**src/rtl/pe_feeder_pkg.sv**
```systemverilog
// Shared types, widths and limits for the PE feeder: FSM state encoding and
// the legality check applied to each pass command.
package pe_feeder_pkg;

  localparam int P_W        = 5;
  localparam int Q_W        = 3;
  localparam int S_W        = 4;
  localparam int PASS_CNT_W = 10;

  localparam int PSUM_DEPTH  = 24;
  localparam int IFMAP_DEPTH = 12;
  localparam int FILT_DEPTH  = 255;

  typedef enum logic [2:0] {
    IDLE,
    LOAD_F,
    GAP1,
    LOAD_I,
    GAP2,
    COMPUTE,
    DRAIN_WAIT,
    DRAIN
  } state_t;

  // A pass is legal only if every spad it touches is large enough; the limits
  // are passed in so a parameterised feeder checks against its own sizes.
  function automatic logic cfg_legal(input logic [P_W-1:0] p,
                                     input logic [Q_W-1:0] q,
                                     input logic [S_W-1:0] s,
                                     input int psum_depth,
                                     input int ifmap_depth,
                                     input int filt_depth);
    int qs;
    int pqs;
    qs  = int'(q) * int'(s);
    pqs = int'(p) * qs;
    return (p != '0) && (int'(p) <= psum_depth) &&
           (q != '0) && (s != '0) &&
           (pqs <= filt_depth) && (qs <= ifmap_depth);
  endfunction

endpackage

```
**src/rtl/pe_feeder_if.sv**
```systemverilog
// Bundle of the feeder's command, GLB stream, PE control and psum stream signals.
// Modport master is the feeder itself; slave is the scheduler/GLB/PE side.
interface pe_feeder_if #(
  parameter int DATA_W = 16,
  parameter int PSUM_W = 32
);
  import pe_feeder_pkg::*;

  logic              cmd_valid;
  logic              cmd_ready;
  logic [P_W-1:0]    cfg_P;
  logic [Q_W-1:0]    cfg_Q;
  logic [S_W-1:0]    cfg_S;

  logic              filt_valid;
  logic              filt_ready;
  logic [DATA_W-1:0] filt_data;

  logic              ifmap_valid;
  logic              ifmap_ready;
  logic [DATA_W-1:0] ifmap_data;

  logic              load_f;
  logic              load_i;
  logic              start;
  logic [DATA_W-1:0] pe_wdata;
  logic [PSUM_W-1:0] pe_psum_data;

  logic              psum_valid;
  logic              psum_ready;
  logic [PSUM_W-1:0] psum_data;

  logic              busy;
  logic              err_cfg;
  logic              err_underrun;

  modport master (
    input  cmd_valid, cfg_P, cfg_Q, cfg_S,
    input  filt_valid, filt_data, ifmap_valid, ifmap_data,
    input  pe_psum_data, psum_ready,
    output cmd_ready, filt_ready, ifmap_ready,
    output load_f, load_i, start, pe_wdata,
    output psum_valid, psum_data, busy, err_cfg, err_underrun
  );

  modport slave (
    output cmd_valid, cfg_P, cfg_Q, cfg_S,
    output filt_valid, filt_data, ifmap_valid, ifmap_data,
    output pe_psum_data, psum_ready,
    input  cmd_ready, filt_ready, ifmap_ready,
    input  load_f, load_i, start, pe_wdata,
    input  psum_valid, psum_data, busy, err_cfg, err_underrun
  );

endinterface

```
**src/rtl/pe_feeder_psum_out_fifo.sv**
```systemverilog
// First-word-fall-through skid FIFO for drained psums; the head is always
// visible on pop_data, and push plus pop in one cycle are both honoured.
module psum_out_fifo #(
  parameter int WIDTH = 32,
  parameter int DEPTH = 24
) (
  input  logic             clk,
  input  logic             rst,
  input  logic             push,
  input  logic [WIDTH-1:0] push_data,
  input  logic             pop,
  output logic [WIDTH-1:0] pop_data,
  output logic             full,
  output logic             empty
);
  import pe_feeder_pkg::*;

  localparam int PTR_W = (DEPTH > 1) ? $clog2(DEPTH) : 1;
  localparam int CNT_W = $clog2(DEPTH + 1);

  logic [WIDTH-1:0] mem [DEPTH];
  logic [PTR_W-1:0] wr_ptr;
  logic [PTR_W-1:0] rd_ptr;
  logic [CNT_W-1:0] count;
  logic             do_push;
  logic             do_pop;

  function automatic logic [PTR_W-1:0] next_ptr(input logic [PTR_W-1:0] ptr);
    return (ptr == PTR_W'(DEPTH - 1)) ? '0 : ptr + PTR_W'(1);
  endfunction

  assign full     = (count == CNT_W'(DEPTH));
  assign empty    = (count == '0);
  // A full FIFO still takes a push when the head leaves in the same cycle.
  assign do_pop   = pop && !empty;
  assign do_push  = push && (!full || do_pop);
  assign pop_data = mem[rd_ptr];

  always_ff @(posedge clk or negedge rst) begin
    if (!rst) begin
      wr_ptr <= '0;
      rd_ptr <= '0;
      count  <= '0;
    end else begin
      if (do_push) wr_ptr <= next_ptr(wr_ptr);
      if (do_pop)  rd_ptr <= next_ptr(rd_ptr);
      case ({do_push, do_pop})
        2'b10:   count <= count + CNT_W'(1);
        2'b01:   count <= count - CNT_W'(1);
        default: count <= count;
      endcase
    end
  end

  always_ff @(posedge clk) begin
    if (do_push) mem[wr_ptr] <= push_data;
  end

endmodule

```
**src/rtl/pe_feeder.sv**
```systemverilog
// PE load/compute/drain initiator with a psum skid FIFO on the output.
// Define PE_FEEDER_PERF_EN to add the pass and stall cycle counters.
module pe_feeder #(
  parameter int DATA_W      = 16,
  parameter int PSUM_W      = 32,
  parameter int IFMAP_DEPTH = pe_feeder_pkg::IFMAP_DEPTH,
  parameter int FILT_DEPTH  = pe_feeder_pkg::FILT_DEPTH,
  parameter int PSUM_DEPTH  = pe_feeder_pkg::PSUM_DEPTH,
  parameter int DRAIN_LAT   = 4
) (
  input  logic        clk,
  input  logic        rst,
`ifdef PE_FEEDER_PERF_EN
  output logic [31:0] perf_pass_cycles,
  output logic [31:0] perf_stall_cycles,
`endif
  pe_feeder_if.master bus
);
  import pe_feeder_pkg::*;

  localparam int CNT_W  = PASS_CNT_W;
  localparam int PQS_W  = $clog2(FILT_DEPTH + 1);
  localparam int QS_W   = $clog2(IFMAP_DEPTH + 1);
  localparam int PROD_W = P_W + Q_W + S_W;

  state_t             state;
  logic [CNT_W-1:0]   cnt;
  logic [P_W-1:0]     p_q;
  logic [PQS_W-1:0]   pqs_q;
  logic [QS_W-1:0]    qs_q;
  logic               load_f_q;
  logic               load_i_q;
  logic               start_q;
  logic               err_cfg_q;
  logic               err_underrun_q;

  logic [PROD_W-1:0]  pqs_in;
  logic [Q_W+S_W-1:0] qs_in;
  logic               cfg_ok;
  logic               cmd_ready_w;
  logic               cmd_accept;
  logic [DATA_W-1:0]  wdata;

  logic               fifo_push;
  logic               fifo_pop;
  logic               fifo_full;
  logic               fifo_empty;
  logic [PSUM_W-1:0]  fifo_head;

  assign pqs_in      = PROD_W'(bus.cfg_P) * PROD_W'(bus.cfg_Q) * PROD_W'(bus.cfg_S);
  assign qs_in       = (Q_W+S_W)'(bus.cfg_Q) * (Q_W+S_W)'(bus.cfg_S);
  assign cfg_ok      = cfg_legal(bus.cfg_P, bus.cfg_Q, bus.cfg_S,
                                 PSUM_DEPTH, IFMAP_DEPTH, FILT_DEPTH);
  // Holding off new passes until the FIFO is empty is what makes overflow impossible.
  assign cmd_ready_w = (state == IDLE) && fifo_empty;
  assign cmd_accept  = bus.cmd_valid && cmd_ready_w;

  // Each phase loads cnt with its length minus one and advances when it hits zero.
  always_ff @(posedge clk or negedge rst) begin
    if (!rst) begin
      state          <= IDLE;
      cnt            <= '0;
      p_q            <= '0;
      pqs_q          <= '0;
      qs_q           <= '0;
      load_f_q       <= 1'b0;
      load_i_q       <= 1'b0;
      start_q        <= 1'b0;
      err_cfg_q      <= 1'b0;
      err_underrun_q <= 1'b0;
    end else begin
      unique case (state)
        IDLE: begin
          if (cmd_accept) begin
            err_cfg_q      <= !cfg_ok;
            err_underrun_q <= 1'b0;
            if (cfg_ok) begin
              p_q      <= bus.cfg_P;
              pqs_q    <= PQS_W'(pqs_in);
              qs_q     <= QS_W'(qs_in);
              cnt      <= CNT_W'(pqs_in) - CNT_W'(1);
              load_f_q <= 1'b1;
              state    <= LOAD_F;
            end
          end
        end
        LOAD_F: begin
          if (!bus.filt_valid) err_underrun_q <= 1'b1;
          if (cnt == '0) begin
            load_f_q <= 1'b0;
            state    <= GAP1;
          end else begin
            cnt <= cnt - CNT_W'(1);
          end
        end
        GAP1: begin
          cnt      <= CNT_W'(qs_q) - CNT_W'(1);
          load_i_q <= 1'b1;
          state    <= LOAD_I;
        end
        LOAD_I: begin
          if (!bus.ifmap_valid) err_underrun_q <= 1'b1;
          if (cnt == '0) begin
            load_i_q <= 1'b0;
            state    <= GAP2;
          end else begin
            cnt <= cnt - CNT_W'(1);
          end
        end
        GAP2: begin
          cnt     <= CNT_W'({pqs_q, 2'b00}) - CNT_W'(1);
          start_q <= 1'b1;
          state   <= COMPUTE;
        end
        COMPUTE: begin
          if (cnt == '0) begin
            start_q <= 1'b0;
            cnt     <= CNT_W'(DRAIN_LAT - 1);
            state   <= DRAIN_WAIT;
          end else begin
            cnt <= cnt - CNT_W'(1);
          end
        end
        DRAIN_WAIT: begin
          if (cnt == '0) begin
            cnt   <= CNT_W'(p_q) - CNT_W'(1);
            state <= DRAIN;
          end else begin
            cnt <= cnt - CNT_W'(1);
          end
        end
        DRAIN: begin
          if (cnt == '0) state <= IDLE;
          else           cnt   <= cnt - CNT_W'(1);
        end
        default: state <= IDLE;
      endcase
    end
  end

  // A missing word is written as zero rather than stalling, since load_f/load_i cannot gap.
  always_comb begin
    wdata = '0;
    if (load_f_q && bus.filt_valid)
      wdata = bus.filt_data;
    else if (load_i_q && bus.ifmap_valid)
      wdata = bus.ifmap_data;
  end

  assign fifo_push = (state == DRAIN) && !fifo_full;
  assign fifo_pop  = !fifo_empty && bus.psum_ready;

  psum_out_fifo #(
    .WIDTH (PSUM_W),
    .DEPTH (PSUM_DEPTH)
  ) u_psum_out_fifo (
    .clk       (clk),
    .rst       (rst),
    .push      (fifo_push),
    .push_data (bus.pe_psum_data),
    .pop       (fifo_pop),
    .pop_data  (fifo_head),
    .full      (fifo_full),
    .empty     (fifo_empty)
  );

  assign bus.cmd_ready    = cmd_ready_w;
  assign bus.filt_ready   = load_f_q;
  assign bus.ifmap_ready  = load_i_q;
  assign bus.load_f       = load_f_q;
  assign bus.load_i       = load_i_q;
  assign bus.start        = start_q;
  assign bus.pe_wdata     = wdata;
  assign bus.psum_valid   = !fifo_empty;
  assign bus.psum_data    = fifo_head;
  assign bus.busy         = (state != IDLE) || !fifo_empty;
  assign bus.err_cfg      = err_cfg_q;
  assign bus.err_underrun = err_underrun_q;

`ifdef PE_FEEDER_PERF_EN
  always_ff @(posedge clk or negedge rst) begin
    if (!rst) begin
      perf_pass_cycles  <= '0;
      perf_stall_cycles <= '0;
    end else if (cmd_accept) begin
      perf_pass_cycles  <= '0;
      perf_stall_cycles <= '0;
    end else begin
      if ((state != IDLE) && (perf_pass_cycles != '1))
        perf_pass_cycles <= perf_pass_cycles + 32'd1;
      if (!fifo_empty && !bus.psum_ready && (perf_stall_cycles != '1))
        perf_stall_cycles <= perf_stall_cycles + 32'd1;
    end
  end
`endif

endmodule

```
**src/flat_wrapper.sv**
```systemverilog
// flat-port wrapper written by rule: the top's interface ports become plain ports
module pe_feeder_flat import pe_feeder_pkg::*;
#(
  parameter int DATA_W      = 16,
  parameter int PSUM_W      = 32,
  parameter int IFMAP_DEPTH = pe_feeder_pkg::IFMAP_DEPTH,
  parameter int FILT_DEPTH  = pe_feeder_pkg::FILT_DEPTH,
  parameter int PSUM_DEPTH  = pe_feeder_pkg::PSUM_DEPTH,
  parameter int DRAIN_LAT   = 4
)
  (clk, rst, bus_cmd_valid, bus_cfg_P, bus_cfg_Q, bus_cfg_S, bus_filt_valid, bus_filt_data, bus_ifmap_valid, bus_ifmap_data, bus_pe_psum_data, bus_psum_ready, bus_cmd_ready, bus_filt_ready, bus_ifmap_ready, bus_load_f, bus_load_i, bus_start, bus_pe_wdata, bus_psum_valid, bus_psum_data, bus_busy, bus_err_cfg, bus_err_underrun);
  pe_feeder_if #(.DATA_W(DATA_W), .PSUM_W(PSUM_W)) bus_i ();
  input  logic clk;
  input  logic rst;
  input wire logic [$bits(bus_i.cmd_valid)-1:0] bus_cmd_valid;
  input wire logic [$bits(bus_i.cfg_P)-1:0] bus_cfg_P;
  input wire logic [$bits(bus_i.cfg_Q)-1:0] bus_cfg_Q;
  input wire logic [$bits(bus_i.cfg_S)-1:0] bus_cfg_S;
  input wire logic [$bits(bus_i.filt_valid)-1:0] bus_filt_valid;
  input wire logic [$bits(bus_i.filt_data)-1:0] bus_filt_data;
  input wire logic [$bits(bus_i.ifmap_valid)-1:0] bus_ifmap_valid;
  input wire logic [$bits(bus_i.ifmap_data)-1:0] bus_ifmap_data;
  input wire logic [$bits(bus_i.pe_psum_data)-1:0] bus_pe_psum_data;
  input wire logic [$bits(bus_i.psum_ready)-1:0] bus_psum_ready;
  output wire logic [$bits(bus_i.cmd_ready)-1:0] bus_cmd_ready;
  output wire logic [$bits(bus_i.filt_ready)-1:0] bus_filt_ready;
  output wire logic [$bits(bus_i.ifmap_ready)-1:0] bus_ifmap_ready;
  output wire logic [$bits(bus_i.load_f)-1:0] bus_load_f;
  output wire logic [$bits(bus_i.load_i)-1:0] bus_load_i;
  output wire logic [$bits(bus_i.start)-1:0] bus_start;
  output wire logic [$bits(bus_i.pe_wdata)-1:0] bus_pe_wdata;
  output wire logic [$bits(bus_i.psum_valid)-1:0] bus_psum_valid;
  output wire logic [$bits(bus_i.psum_data)-1:0] bus_psum_data;
  output wire logic [$bits(bus_i.busy)-1:0] bus_busy;
  output wire logic [$bits(bus_i.err_cfg)-1:0] bus_err_cfg;
  output wire logic [$bits(bus_i.err_underrun)-1:0] bus_err_underrun;
  assign bus_i.cmd_valid = bus_cmd_valid;
  assign bus_i.cfg_P = bus_cfg_P;
  assign bus_i.cfg_Q = bus_cfg_Q;
  assign bus_i.cfg_S = bus_cfg_S;
  assign bus_i.filt_valid = bus_filt_valid;
  assign bus_i.filt_data = bus_filt_data;
  assign bus_i.ifmap_valid = bus_ifmap_valid;
  assign bus_i.ifmap_data = bus_ifmap_data;
  assign bus_i.pe_psum_data = bus_pe_psum_data;
  assign bus_i.psum_ready = bus_psum_ready;
  assign bus_cmd_ready = bus_i.cmd_ready;
  assign bus_filt_ready = bus_i.filt_ready;
  assign bus_ifmap_ready = bus_i.ifmap_ready;
  assign bus_load_f = bus_i.load_f;
  assign bus_load_i = bus_i.load_i;
  assign bus_start = bus_i.start;
  assign bus_pe_wdata = bus_i.pe_wdata;
  assign bus_psum_valid = bus_i.psum_valid;
  assign bus_psum_data = bus_i.psum_data;
  assign bus_busy = bus_i.busy;
  assign bus_err_cfg = bus_i.err_cfg;
  assign bus_err_underrun = bus_i.err_underrun;
  pe_feeder #(.DATA_W(DATA_W), .PSUM_W(PSUM_W), .IFMAP_DEPTH(IFMAP_DEPTH), .FILT_DEPTH(FILT_DEPTH), .PSUM_DEPTH(PSUM_DEPTH), .DRAIN_LAT(DRAIN_LAT)) u_core (.clk(clk), .rst(rst), .bus(bus_i));
endmodule
```
**config.mk**
```make
export PLATFORM = sky130hd
export DESIGN_NAME = pe_feeder_flat
export DESIGN_NICKNAME = d
export VERILOG_FILES = /design/src/rtl/pe_feeder_pkg.sv /design/src/rtl/pe_feeder_if.sv /design/src/rtl/pe_feeder_psum_out_fifo.sv /design/src/rtl/pe_feeder.sv /design/src/flat_wrapper.sv
export SDC_FILE = /design/constraint.sdc
export NUM_CORES = 1
export LEC_CHECK = 0
export BUFFER_PORTS_ARGS = -buffer_cell sky130_fd_sc_hd__buf_4
export CAP_MARGIN = 20
export CORE_ASPECT_RATIO = 1.1
export CORE_MARGIN = 4
export CORE_UTILIZATION = 49
export DETAILED_ROUTE_END_ITERATION = 6
export PLACE_DENSITY_LB_ADDON = 0.15
export SETUP_SLACK_MARGIN = 0.5
export SLEW_MARGIN = 20
export SYNTH_ARGS = -nofsm -noshare
export SYNTH_HDL_FRONTEND = slang
export SYNTH_SLANG_ARGS = --single-unit
```
**constraint.sdc**
```tcl
create_clock -name clk -period 4.69 [get_ports clk]
set_input_delay 0.469 -clock clk [delete_from_list [all_inputs] [get_ports clk]]
set_output_delay 0.469 -clock clk [all_outputs]
set_load 0.02 [all_outputs]
```
---- Word level (Yosys, flattened, before mapping) ----
Memories as Yosys holds them, arrays and structs flattened.
Cells that the tools add are included.
operators by class
  add/subtract/negate cells ............... 9
  $mul .................................... 5
  $lt $le $gt $ge ......................... 3
  eq/ne operators ......................... 22
  mux-type cells .......................... 31
  reductions and logical operators ........ 39
operator list
  kind                   number
  $pmux 10 s6            1
  $mux 10                5
  $le 32x5->1 const B    1
  $le 32x9->1 const B    1
  $mul 6x32->32          1
  $mux 16                2
  $sub 10x1->10 const B  3
  $pmux 3 s8             1
  $mux 3                 7
  $add 5x1->5 const B    3
  $eq 5x5->1 const B     3
  $ne 2x1->1 const B     7
  $logic_and 1x1->1      13
  $eq 3x3->1 const B     4
  $logic_not 10->1       1
  $mul 8x4->10           1
  $mux 5                 2
  $pmux 5 s2             1
  $reduce_bool 3->1      3
  $mul 5x3->8            1
  $mux 1                 8
  $reduce_and 4->1       2
  $reduce_bool 2->1      4
  $mul 3x4->7            1
  22 further kinds       33
storage, ports and cells
  register bits after elaboration ......... 50
  RAM bits ................................ 768
  output and inout port bits .............. 58
  word-level logic and storage cells ...... 123
  memories ................................ 1
memories
  name                        depth  width  rd ports  clocked after Yosys merged registers in  write ports  RTL line                       RTL
  u_core.u_psum_out_fifo.mem  24     32     1         0                                        1            pe_feeder_psum_out_fifo.sv:21  logic [WIDTH-1:0] mem [DEPTH];

---- Logic depth before layout (Yosys ltp) ----
Gate-level depths: netlist (run 1).
  word-level depth ........................ 9
  gate-level depth with buffers ........... 24
  depth with buffers taken out ............ 22

---- Modules after synthesis ----
Synthesis (run 1) repeated with hierarchy kept, for this count alone.
second synthesis, totals
  cells, all modules ...................... 2,013
  area, all modules ....................... 35,278.8 um^2
by module, submodules not included
  module         instances  cells an instance  area an instance (um^2)
  psum_out_fifo  1          1,413              30,265.3
  pe_feeder      1          600                5,013.6

---- Worst setup path before layout (run 1) ----
Ideal clock, no wire load.
  path type ............................... input to register
  from .................................... input port bus_cfg_Q[2]
  to ...................................... register u_core.cnt[1]
  setup time .............................. 125 ps
  data arrival time ....................... 6,174 ps
  setup slack ............................. -1,609 ps
  stages on the path ...................... 24
  buffers on the path ..................... 2
  cells stage by stage .................... clkbuf_1 > nand2_1 > fa_1 > inv_1 > ha_1 > fa_1 > a21o_1 > a21oi_1 > nor2b_1 > fa_1 > fa_1 > inv_1 > fa_1 > inv_1 > ha_1 > a2111oi_1 > o21ai_0 > a21oi_1 > a31oi_1 > o311ai_1 > a41oi_1 > buf_2 > nor2_1 > mux2_2
on the way
  cells in the longest elaborated chain, start to end .. 7
  elaborated cells between the ends (all ways) .. 11
  classes of those cells .................. mul: 2; order compare: 2; eq/ne: 1; reduce/logical: 6
ends and longest elaborated chain
  element                                                    RTL line                                  RTL
  start, declared                                            flat_wrapper.sv:17                        input wire logic [$bits(bus_i.cfg_Q)-1:0] bus_cfg_Q;
  $mul 3x4->7 / $reduce_bool 3->1 (equally long branches)    pe_feeder_pkg.sv:35, pe_feeder_pkg.sv:38
  $mul 6x32->32 / $logic_and 1x1->1 (equally long branches)  pe_feeder_pkg.sv:36, pe_feeder_pkg.sv:37
  $le 32x9->1 / $logic_and 1x1->1 (equally long branches)    pe_feeder_pkg.sv:39, pe_feeder_pkg.sv:38
  $logic_and 1x1->1                                          pe_feeder_pkg.sv:38                       (q != '0) && (s != '0) &&
  $logic_and 1x1->1 (*)                                      pe_feeder_pkg.sv:39                       (pqs <= filt_depth) && (qs <= ifmap_depth);
  $ne 2x1->1 (no source line) (*)                            --
  $reduce_and 3->1 (no source line) (*)                      --
  end signal, assigned                                       pe_feeder.sv:81                           cnt <= CNT_W'(pqs_in) - CNT_W'(1);
  end signal, assigned                                       pe_feeder.sv:93                           cnt <= cnt - CNT_W'(1);
  end signal, assigned                                       pe_feeder.sv:97                           cnt <= CNT_W'(qs_q) - CNT_W'(1);
  end, declared                                              pe_feeder.sv:27                           logic [CNT_W-1:0] cnt;
Mark *: on every way between the ends. The rest lies on a longest branch, timed or not.
A chain may end at the register's enable or synchronous reset.

---- Worst setup path in the final report (run 1) ----
  from .................................... input port bus_cfg_S[1]
  to ...................................... register u_core.cnt[6]
on the way
  cells in the longest elaborated chain, start to end .. 7
  elaborated cells between the ends (all ways) .. 15
  classes of those cells .................. add/sub: 1; mul: 3; order compare: 2; eq/ne: 1; mux: 3; reduce/logical: 5
ends and longest elaborated chain
  element                            RTL line             RTL
  start, declared                    flat_wrapper.sv:18   input wire logic [$bits(bus_i.cfg_S)-1:0] bus_cfg_S;
  $mul 3x4->7                        pe_feeder_pkg.sv:35  qs = int'(q) * int'(s);
  $mul 6x32->32                      pe_feeder_pkg.sv:36  pqs = int'(p) * qs;
  $le 32x9->1                        pe_feeder_pkg.sv:39
  $logic_and 1x1->1                  pe_feeder_pkg.sv:38
  $logic_and 1x1->1                  pe_feeder_pkg.sv:39
  $ne 2x1->1 (no source line)        --
  $reduce_and 3->1 (no source line)  --
Several ways; a longest one is shown, not always the timed one. The select of a mux whose other input is x is not followed.

==> results.md, run 1 <==
| Metric | Reported | Unit |
|---|---|---|
| Result of the run | finished, violations left | - |
| Violations in the final reports | setup timing | - |
| Die X | 263 | um |
| Number of cells on the worst reg-to-reg path | 6 | - |
| Total of warnings raised by yosys | 0 | - |
| Unrepaired setup endpoints after global routing | yes | - |
| I/O pin cnt | 140 | - |
| Normalized max-slew margin | 31.3 | % |
| Launching element of the worst setup path | bus_cfg_S[1] | - |
| Cell family contributing the most delay on the critical path | adder cells | - |
| Number of hold violations in the final report | 0 | - |
| Peak ir drop on the vdd network | 359 | uV |
| Post-synth EDFFs | 768 | - |
| FF+latch area | 0.0243 | mm^2 |
| Synth area leaders | sky130_fd_sc_hd__edfxtp_1, sky130_fd_sc_hd__mux4_2, sky130_fd_sc_hd__dfrtp_1, sky130_fd_sc_hd__ha_1, sky130_fd_sc_hd__fa_1 | - |
| Final critical-path required period | 5.43 | ns |
| Total routing resource utilization after global routing | 21.2 | % |
| Hold Crit Class | in -> reg | - |
| Peak per-stage delay on the critical path | 0.56 | ns |
| Chip Height | 289 | um |
| Number of detailed-routing iterations run before antenna repair | 5 | - |
| Top_reg_cell synth | sky130_fd_sc_hd__edfxtp_1 | - |
| Clock transition at the register clock pins on the worst setup and hold paths after CTS | 0.06 | ns |
| Count of vias placed by the detailed router | 18.5k | - |
| Vias per inst | 5.84 | - |
| DRC | 0 | - |
| Pre-CTS WS | -1.61 | ns |
| Total of fill cells in the finished design | 5227 | - |
| Post-synthesis sequential area ratio | 69.3 | % |
| Avg Synthesized Cell Area | 18.6 | um^2 |
| Synth cell types | 72 | - |
| Max-cap check violation count | 0 | - |
| Leakage | 14.5 | nW |
| Max Freq | 184 | MHz |
| Number of H-tree branching levels | 3 | - |
| Register bit total from synthesis | 818 | - |
| Setup Skew | 0.0298 | ns |
| Required time of the worst setup path | 5.16 | ns |
| HPWL Detailed | 47400 | um |
| Share of post-route cells with drive strength above 1 | 33.5 | % |
| Synthesized area | 0.0351 | mm^2 |
| RR Startpoint | u_core.state[2]$_DFFE_PN0P_ | - |
| Deepest clock path buffer count | 3 | - |
| Final max-slew violation count | 0 | - |
| Number of clock sinks seen by CTS | 818 | - |
| Reg-to-reg slack, setup | 1.22 | ns |
| Share of async-settable or async-resettable flops after synthesis | 6.11 | % |
| Post-synth top area share | 65.7 | % |
| WL per Instance | 25.4 | um |
| Least-Margin Pin Slew | 1.03 | ns |
| Synthesized Nets | 2066 | - |
| Global-route wire length before repair | 122000 | um |
| Die Footprint | 0.0759 | mm^2 |
| Crit. End Element | register | - |
| TritonCTS clock tree | built | - |
| Final weighted congestion in routability-driven placement | 0.862 | - |
| Kind of start point of the critical path | input port | - |
| Standard-cell row count | 102 | - |
| WP data arrival | 5.90 | ns |
| GRT overflow | 0 | - |
| Violation count after the first detailed-routing iteration | 1603 | - |
| Type of the worst setup path | in -> reg | - |
| Worst setup path end | u_core.cnt[6]$_DFFE_PN0P_ | - |
| Post-Syn Instances | 1885 | - |
| Initial antenna violation count | 2 | - |
| Starting Density | 49.6 | % |
| Net total in the final layout | 2351 | - |
| Placeable core region | 0.0707 | mm^2 |
| Top cell type by total area after synthesis | sky130_fd_sc_hd__edfxtp_1 | - |
| Root buf cell | sky130_fd_sc_hd__clkbuf_16 | - |
| Maximum number of pins on one net before global-route repair | 68 | - |
| Reg2Reg Capture Point | u_core.u_psum_out_fifo.mem[22][31]$_DFFE_PP_ | - |
| Period Utilization, post-route | 116 | % |
| Critical Path Stages | 26 | - |
| Area of combinational cells with multiple inputs | 0.0107 | mm^2 |
| Via count of the first global-routing pass | 19.6k | - |
| Share of the core filled with cells in the final layout | 58.9 | % |
| Setup-violating endpoint count in the final report | 30 | - |
| Critical-path cell with the highest stage delay | sky130_fd_sc_hd__fa_1 | - |
| Insertion delay to the later sink of the worst-skew pair | 0.62 | ns |
| Aggregate routed wire length | 80400 | um |
| Minimum setup slack in the final design | -0.739 | ns |
| Clock buffers created by TritonCTS | 81 | - |
| Quantity of I/O buffers inserted on ports | 139 | - |
| Pwr Density | 516 | mW/mm^2 |
| Remaining number of nets flagged by the antenna check after routing | 0 | - |
| Crit Path Max Fanout | 6 | - |
| Buffers plus inverters on the worst setup path | 7 | - |
| Area overhead of the layout relative to synthesis | 18.7 | % |
flip-flops by register name, summed over array words and instances, names as in the netlist:
signal	cells
u_core.u_psum_out_fifo.mem	768
u_core.cnt	10
u_core.pqs_q	8
u_core.p_q	5
u_core.u_psum_out_fifo.count	5
u_core.u_psum_out_fifo.rd_ptr	5
u_core.u_psum_out_fifo.wr_ptr	5
u_core.qs_q	4
u_core.state	3
u_core.bus.err_cfg	1
u_core.bus.err_underrun	1
u_core.bus.filt_ready	1
u_core.bus.ifmap_ready	1
u_core.bus.start	1
metal layers:
metal	wire length, um	vias to the layer above	part of all wire, %	track usage (%)
li1	-	8067	-	-
met1	32900	9789	41	28.3
met2	41500	561	52	36.9
met3	4600	93	5.7	3.84
met4	1430	4	1.8	5.23
met5	63	-	0.078	0.503
synthesized netlist by cell type, types with 4 or more instances:
| cell | instances |
|---|---|
| sky130_fd_sc_hd__nand2_1 | 74 |
| sky130_fd_sc_hd__a31oi_1 | 4 |
| sky130_fd_sc_hd__a22o_1 | 16 |
| sky130_fd_sc_hd__and3_1 | 15 |
| sky130_fd_sc_hd__o22ai_1 | 4 |
| sky130_fd_sc_hd__nor3_1 | 18 |
| sky130_fd_sc_hd__mux2i_1 | 36 |
| sky130_fd_sc_hd__and2_1 | 48 |
| sky130_fd_sc_hd__xnor2_1 | 24 |
| sky130_fd_sc_hd__buf_2 | 13 |
| sky130_fd_sc_hd__clkbuf_1 | 58 |
| sky130_fd_sc_hd__nand3_1 | 13 |
| sky130_fd_sc_hd__inv_1 | 76 |
| sky130_fd_sc_hd__o211ai_1 | 5 |
| sky130_fd_sc_hd__nor2b_1 | 11 |
| sky130_fd_sc_hd__or3_1 | 6 |
| sky130_fd_sc_hd__a211oi_1 | 5 |
| sky130_fd_sc_hd__a21o_1 | 10 |
| sky130_fd_sc_hd__nor3b_1 | 4 |
| sky130_fd_sc_hd__dfrtp_1 | 50 |
| sky130_fd_sc_hd__fa_1 | 36 |
| sky130_fd_sc_hd__edfxtp_1 | 768 |
| sky130_fd_sc_hd__a21oi_1 | 56 |
| sky130_fd_sc_hd__buf_1 | 21 |
| sky130_fd_sc_hd__nor2_1 | 80 |
| sky130_fd_sc_hd__mux4_2 | 224 |
| sky130_fd_sc_hd__ha_1 | 63 |
| sky130_fd_sc_hd__o31ai_1 | 8 |
| sky130_fd_sc_hd__nor4_1 | 4 |
| sky130_fd_sc_hd__nand2b_1 | 8 |
| sky130_fd_sc_hd__o21ai_0 | 41 |
| sky130_fd_sc_hd__o21ai_1 | 5 |
| sky130_fd_sc_hd__mux2_2 | 13 |
| sky130_fd_sc_hd__o21a_1 | 4 |
| sky130_fd_sc_hd__xor2_1 | 12 |
worst min path at each step:
stage	startpoint	endpoint	slack, ns	cells past startpoint
4_1_cts	bus_pe_psum_data[9]	u_core.u_psum_out_fifo.mem[21][9]$_DFFE_PP_	0.17	1
5_1_grt	bus_pe_psum_data[5]	u_core.u_psum_out_fifo.mem[18][5]$_DFFE_PP_	0.21	1
3_3_place_gp	u_core.u_psum_out_fifo.count[4]$_DFFE_PN0P_	u_core.u_psum_out_fifo.count[4]$_DFFE_PN0P_	0.48	1
3_5_place_dp	u_core.bus.err_cfg$_DFFE_PN0P_	u_core.bus.err_cfg$_DFFE_PN0P_	0.48	1
2_1_floorplan	rst	u_core.bus.err_cfg$_DFFE_PN0P_	0.17	0
6_report	bus_pe_psum_data[9]	u_core.u_psum_out_fifo.mem[19][9]$_DFFE_PP_	0.21	1
logic make-up (layout without fill, tap and decap cells):
kind of cell,after synthesis,after routing,synth area share (%)
AO/OA/AOI/OAI,181,181,3.26
XOR/XNOR,37,37,0.963
adder cells (fa/ha/maj),99,99,4.30
buffers and inverters,173,521,1.95
flip-flops,818,818,69.3
multiplexers,275,275,15.9
other,0,1,0
AND/OR/NAND/NOR,302,302,4.33
report_power, final:
| group | internal, W | total, W | switching, W | leakage [nW] |
|---|---|---|---|---|
| Combinational | 0.00333 | 0.00650 | 0.00317 | 5.69 |
| Clock | 0.00366 | 0.00633 | 0.00267 | 1.27 |
| Sequential | 0.00813 | 0.00866 | 0.000534 | 7.53 |
| Total | 0.0151 | 0.0215 | 0.00637 | 14.5 |
area by class of cell:
type                       instances  share of cell area [%]
clock buffer                      95                    5.15
timing repair buffer             298                    6.15
inverter                          77                   0.694
clock inverter                    51                    1.13
multi-input combinational        894                    25.6
antenna                            1                 0.00601
sequential                       818                    58.4
tap                              936                    2.81
cells in the final DEF (no fill, tap or decap), types with 12 or more instances in the layout:
| cell type | n |
|---|---|
| sky130_fd_sc_hd__edfxtp_1 | 768 |
| sky130_fd_sc_hd__a21oi_1 | 52 |
| sky130_fd_sc_hd__mux4_2 | 224 |
| sky130_fd_sc_hd__dfrtp_1 | 45 |
| sky130_fd_sc_hd__clkinv_1 | 29 |
| sky130_fd_sc_hd__nor2_4 | 18 |
| sky130_fd_sc_hd__clkbuf_16 | 84 |
| sky130_fd_sc_hd__and2_1 | 42 |
| sky130_fd_sc_hd__buf_6 | 14 |
| sky130_fd_sc_hd__nor3_1 | 16 |
| sky130_fd_sc_hd__xnor2_1 | 23 |
| sky130_fd_sc_hd__nand2_1 | 66 |
| sky130_fd_sc_hd__o21ai_0 | 29 |
| sky130_fd_sc_hd__nor2_1 | 61 |
| sky130_fd_sc_hd__buf_12 | 17 |
| sky130_fd_sc_hd__buf_4 | 260 |
| sky130_fd_sc_hd__mux2i_1 | 36 |
| sky130_fd_sc_hd__fa_1 | 33 |
| sky130_fd_sc_hd__a22o_1 | 16 |
| sky130_fd_sc_hd__inv_1 | 68 |
| sky130_fd_sc_hd__ha_1 | 56 |
| sky130_fd_sc_hd__nand3_1 | 12 |
| sky130_fd_sc_hd__mux2_4 | 14 |
through the flow:
| step | power (W) | setup TNS (ns) | hold WS, ns | cells | cell area [um^2] |
|---|---|---|---|---|---|
| 3_3_place_gp | 0.0151 | -37.01 | 0.478 | 2998 | 38400 |
| 6_report | 0.0215 | -19.33 | 0.211 | 3170 | 41600 |
| 3_5_place_dp | 0.0151 | -40.83 | 0.484 | 2998 | 38400 |
| 5_1_grt | 0.0225 | -24.01 | 0.207 | 3170 | 41600 |
| 2_1_floorplan | 0.0130 | -28.90 | 0.173 | 1885 | 35300 |
| 4_1_cts | 0.0216 | -14.51 | 0.173 | 3164 | 41500 |
timing repair:
action / 4_1_cts / 5_1_grt
endpoints found under the hold margin: 50 / 0
hold buffers: 1 / 0
pin swaps: 31 / 11
resized for setup: 66 / 36
cloned: 1 / 0
setup endpoints to repair: 30 / 30
buffers inserted: 18 / 5
(Power assumes the default switching activity.)
==> run 2: changes to the inputs <==
SETUP_SLACK_MARGIN = 0.02   (was 0.5)
clock period = 4.5 ns   (was 4.69 ns; I/O delays follow)
==> results.md, run 2 (synthesized netlist as in run 1, its figures left out) <==
| Metric | Reported | Unit |
|---|---|---|
| Violations in the final reports | setup timing | - |
| Maximum number of pins on one net before global-route repair | 68 | - |
| Remaining number of nets flagged by the antenna check after routing | 0 | - |
| Aggregate routed wire length | 80500 | um |
| Final non-filler cell area | 0.0416 | mm^2 |
| Count of vias placed by the detailed router | 18.4k | - |
| Max-cap check violation count | 0 | - |
| Die X | 263 | um |
| Largest reg by FF count | u_core.u_psum_out_fifo.mem | - |
| Max Freq | 191 | MHz |
| WP data arrival | 5.78 | ns |
| Die Footprint | 0.0759 | mm^2 |
| Placeable core region | 0.0707 | mm^2 |
| Result of the run | finished, violations left | - |
| GRT overflow | 0 | - |
| Deepest clock path buffer count | 3 | - |
| Hold Crit Class | in -> reg | - |
| Initial antenna violation count | 1 | - |
| Final standard cell count with taps included and fillers excluded | 3149 | - |
| Flip-flop count of the largest register, all copies and words added | 768 | - |
| Commonest non-fill, non-tap cells in the layout | sky130_fd_sc_hd__edfxtp_1, sky130_fd_sc_hd__buf_4, sky130_fd_sc_hd__mux4_2 | - |
| Total internal power | 0.0158 | W |
| Least-Margin Pin Slew | 1.00 | ns |
| Number of H-tree branching levels | 3 | - |
| WL per Instance | 25.6 | um |
| Part of the power in combinational logic | 29.9 | % |
| Seq pwr share | 40.1 | % |
| Global-route wire length before repair | 123000 | um |
| I/O pin cnt | 140 | - |
| Chip Height | 289 | um |
| Required time of the worst setup path | 5.05 | ns |
| Vias per inst | 5.84 | - |
| Clock transition at the register clock pins on the worst setup and hold paths after CTS | 0.06 | ns |
| Leakage | 14.4 | nW |
| Number of clock sinks seen by CTS | 818 | - |
| Peak ir drop on the vdd network | 450 | uV |
| Final max-slew violation count | 0 | - |
| Number of cells on the worst reg-to-reg path | 7 | - |
| Total routing resource utilization after global routing | 21.5 | % |
| Placed Cells incl. Taps | 2986 | - |
| Starting Density | 49.6 | % |
| Proportion of total power due to net switching | 29.7 | % |
| Net total in the final layout | 2328 | - |
| Setup-violating endpoint count in the final report | 30 | - |
| Area overhead of the layout relative to synthesis | 18.5 | % |
| DRC | 0 | - |
| Hold Crit Depth | 1 | - |
| Final critical-path required period | 5.23 | ns |
| Minimum setup slack in the final design | -0.731 | ns |
| Part of the power in the clock network | 30.0 | % |
| Crit Path Max Fanout | 5 | - |
| Pwr Density | 541 | mW/mm^2 |
| Antenna fix cells | 0 | - |
| Reg2Reg Capture Point | u_core.u_psum_out_fifo.mem[4][17]$_DFFE_PP_ | - |
| Number of hold violations in the final report | 0 | - |
| Clock buffers created by TritonCTS | 82 | - |
| Instance area at placement | 0.0384 | mm^2 |
| Via count of the first global-routing pass | 19.7k | - |
| TritonCTS clock tree | built | - |
| Violation count after the first detailed-routing iteration | 1806 | - |
| Reg-to-reg slack, setup | 0.95 | ns |
| Root buf cell | sky130_fd_sc_hd__clkbuf_16 | - |
| HPWL Detailed | 46600 | um |
| Quantity of I/O buffers inserted on ports | 139 | - |
| Type of the worst setup path | in -> reg | - |
| RR Startpoint | u_core.state[2]$_DFFE_PN0P_ | - |
| Total of fill cells in the finished design | 5251 | - |
| Largest registers | u_core.u_psum_out_fifo.mem (768), u_core.cnt (10), u_core.pqs_q (8) | - |
| FF+latch area | 0.0243 | mm^2 |
| Unrepaired setup endpoints after global routing | yes | - |
| Normalized max-slew margin | 33.0 | % |
| Area of combinational cells with multiple inputs | 0.0106 | mm^2 |
| Share of post-route cells with drive strength above 1 | 33.2 | % |
| Standard-cell row count | 102 | - |
| Setup Skew | 0.0251 | ns |
| Insertion delay to the later sink of the worst-skew pair | 0.63 | ns |
| Number of detailed-routing iterations run before antenna repair | 6 | - |
| Hold EP | u_core.u_psum_out_fifo.mem[20][4]$_DFFE_PP_ | - |
| Hold path startpoint | bus_pe_psum_data[4] | - |
| Net switching power of the design | 0.00668 | W |
| Final weighted congestion in routability-driven placement | 0.881 | - |
| Crit. End Element | register | - |
| Kind of start point of the critical path | input port | - |
| Period Utilization, post-route | 116 | % |
| Leading cell type in the layout, fill and taps excluded | sky130_fd_sc_hd__edfxtp_1 | - |
==> run 2: cell types whose count changed in the layout (fill, tap and decap cells not counted), moves of 3 or more <==
cell / previous run / this run
sky130_fd_sc_hd__buf_4: 260 / 236
sky130_fd_sc_hd__buf_12: 17 / 26
sky130_fd_sc_hd__buf_6: 14 / 6
sky130_fd_sc_hd__clkinv_1: 29 / 21
sky130_fd_sc_hd__clkinv_2: 8 / 14
sky130_fd_sc_hd__clkbuf_8: 0 / 5
sky130_fd_sc_hd__clkinvlp_4: 1 / 5
sky130_fd_sc_hd__o21ai_2: 7 / 11
sky130_fd_sc_hd__clkinv_8: 4 / 1
sky130_fd_sc_hd__o21ai_1: 9 / 6
sky130_fd_sc_hd__o31ai_2: 2 / 5
==> run 2: worst max-delay path by stage <==
stage | slack, ns | startpoint | endpoint | depth (start not counted)
after detailed placement | -1.63 | bus_cfg_Q[1] | u_core.cnt[7]$_DFFE_PN0P_ | 24
after global routing | -0.93 | bus_cfg_S[1] | u_core.cnt[6]$_DFFE_PN0P_ | 26
after floorplan | -1.28 | bus_cfg_Q[1] | u_core.cnt[1]$_DFFE_PN0P_ | 24
after CTS | -0.68 | bus_cfg_Q[1] | u_core.cnt[6]$_DFFE_PN0P_ | 25
final | -0.73 | bus_cfg_S[1] | u_core.cnt[9]$_DFFE_PN0P_ | 25
after global placement | -1.57 | bus_cfg_Q[1] | u_core.cnt[9]$_DFFE_PN0P_ | 24
==> run 2: timing repair <==
item                                    4_1_cts  5_1_grt
hold buffers                                  1        0
resized for setup                            50       38
pin swaps                                    30       24
endpoints found under the setup margin       30       30
cloned                                        2        0
buffers inserted                              3        8
hold endpoints to repair                     50        0
==> run 2: worst max-delay path: stages <==
cell                        delay (ns)
sky130_fd_sc_hd__buf_8            0.08
sky130_fd_sc_hd__nand2_4          0.05
sky130_fd_sc_hd__fa_1             0.55
sky130_fd_sc_hd__inv_2            0.05
sky130_fd_sc_hd__ha_4             0.16
sky130_fd_sc_hd__fa_2             0.41
sky130_fd_sc_hd__a21o_1           0.19
sky130_fd_sc_hd__a21oi_2          0.16
sky130_fd_sc_hd__nor2b_1          0.08
sky130_fd_sc_hd__fa_1             0.45
sky130_fd_sc_hd__fa_1             0.51
sky130_fd_sc_hd__inv_2            0.04
sky130_fd_sc_hd__fa_2             0.52
sky130_fd_sc_hd__inv_2            0.04
sky130_fd_sc_hd__ha_4             0.16
sky130_fd_sc_hd__a2111oi_4        0.31
sky130_fd_sc_hd__o21ai_2          0.12
sky130_fd_sc_hd__a21oi_2          0.23
sky130_fd_sc_hd__a31oi_4          0.06
sky130_fd_sc_hd__o311ai_4         0.30
sky130_fd_sc_hd__a41oi_2          0.19
sky130_fd_sc_hd__buf_6            0.17
sky130_fd_sc_hd__or2_4            0.24
sky130_fd_sc_hd__buf_6            0.14
sky130_fd_sc_hd__o21ai_2          0.12
==> run 2: area by class of cell <==
cell class | count | area share, %
sequential | 818 | 58.5
timing repair buffer | 274 | 5.91
inverter | 77 | 0.695
clock inverter | 50 | 1.13
clock buffer | 100 | 5.32
multi-input combinational | 894 | 25.6
tap | 936 | 2.82
==> run 2: metal layers <==
metal	GRT usage, %	part of all wire, %
met1	29.2	41
met2	37.6	52
met3	2.92	5.1
met4	5.26	1.9
met5	0	0.016
==> run 2: power groups by stage <==
stage                     logic [W]  clock network, W  registers (W)
after CTS                   0.00676           0.00689        0.00902
after global routing        0.00733           0.00725        0.00906
after floorplan             0.00478                 0        0.00874
final                       0.00672           0.00675        0.00902
after global placement      0.00657                 0        0.00916
after detailed placement    0.00663                 0        0.00917
==> run 2: per-stage QoR <==
| stage | setup TNS, ns | hold slack, ns | setup WS [ns] | util, % | total power, W |
|---|---|---|---|---|---|
| CTS | -18.77 | 0.139 | -0.676 | 58.5 | 0.0227 |
| global placement | -43.19 | 0.478 | -1.57 | 54.3 | 0.0157 |
| floorplan | -34.03 | 0.154 | -1.28 | - | 0.0135 |
| detailed placement | -44.37 | 0.486 | -1.63 | 54.3 | 0.0158 |
| finish | -19.99 | 0.174 | -0.731 | 58.8 | 0.0225 |
| global route | -25.29 | 0.178 | -0.934 | 58.8 | 0.0236 |
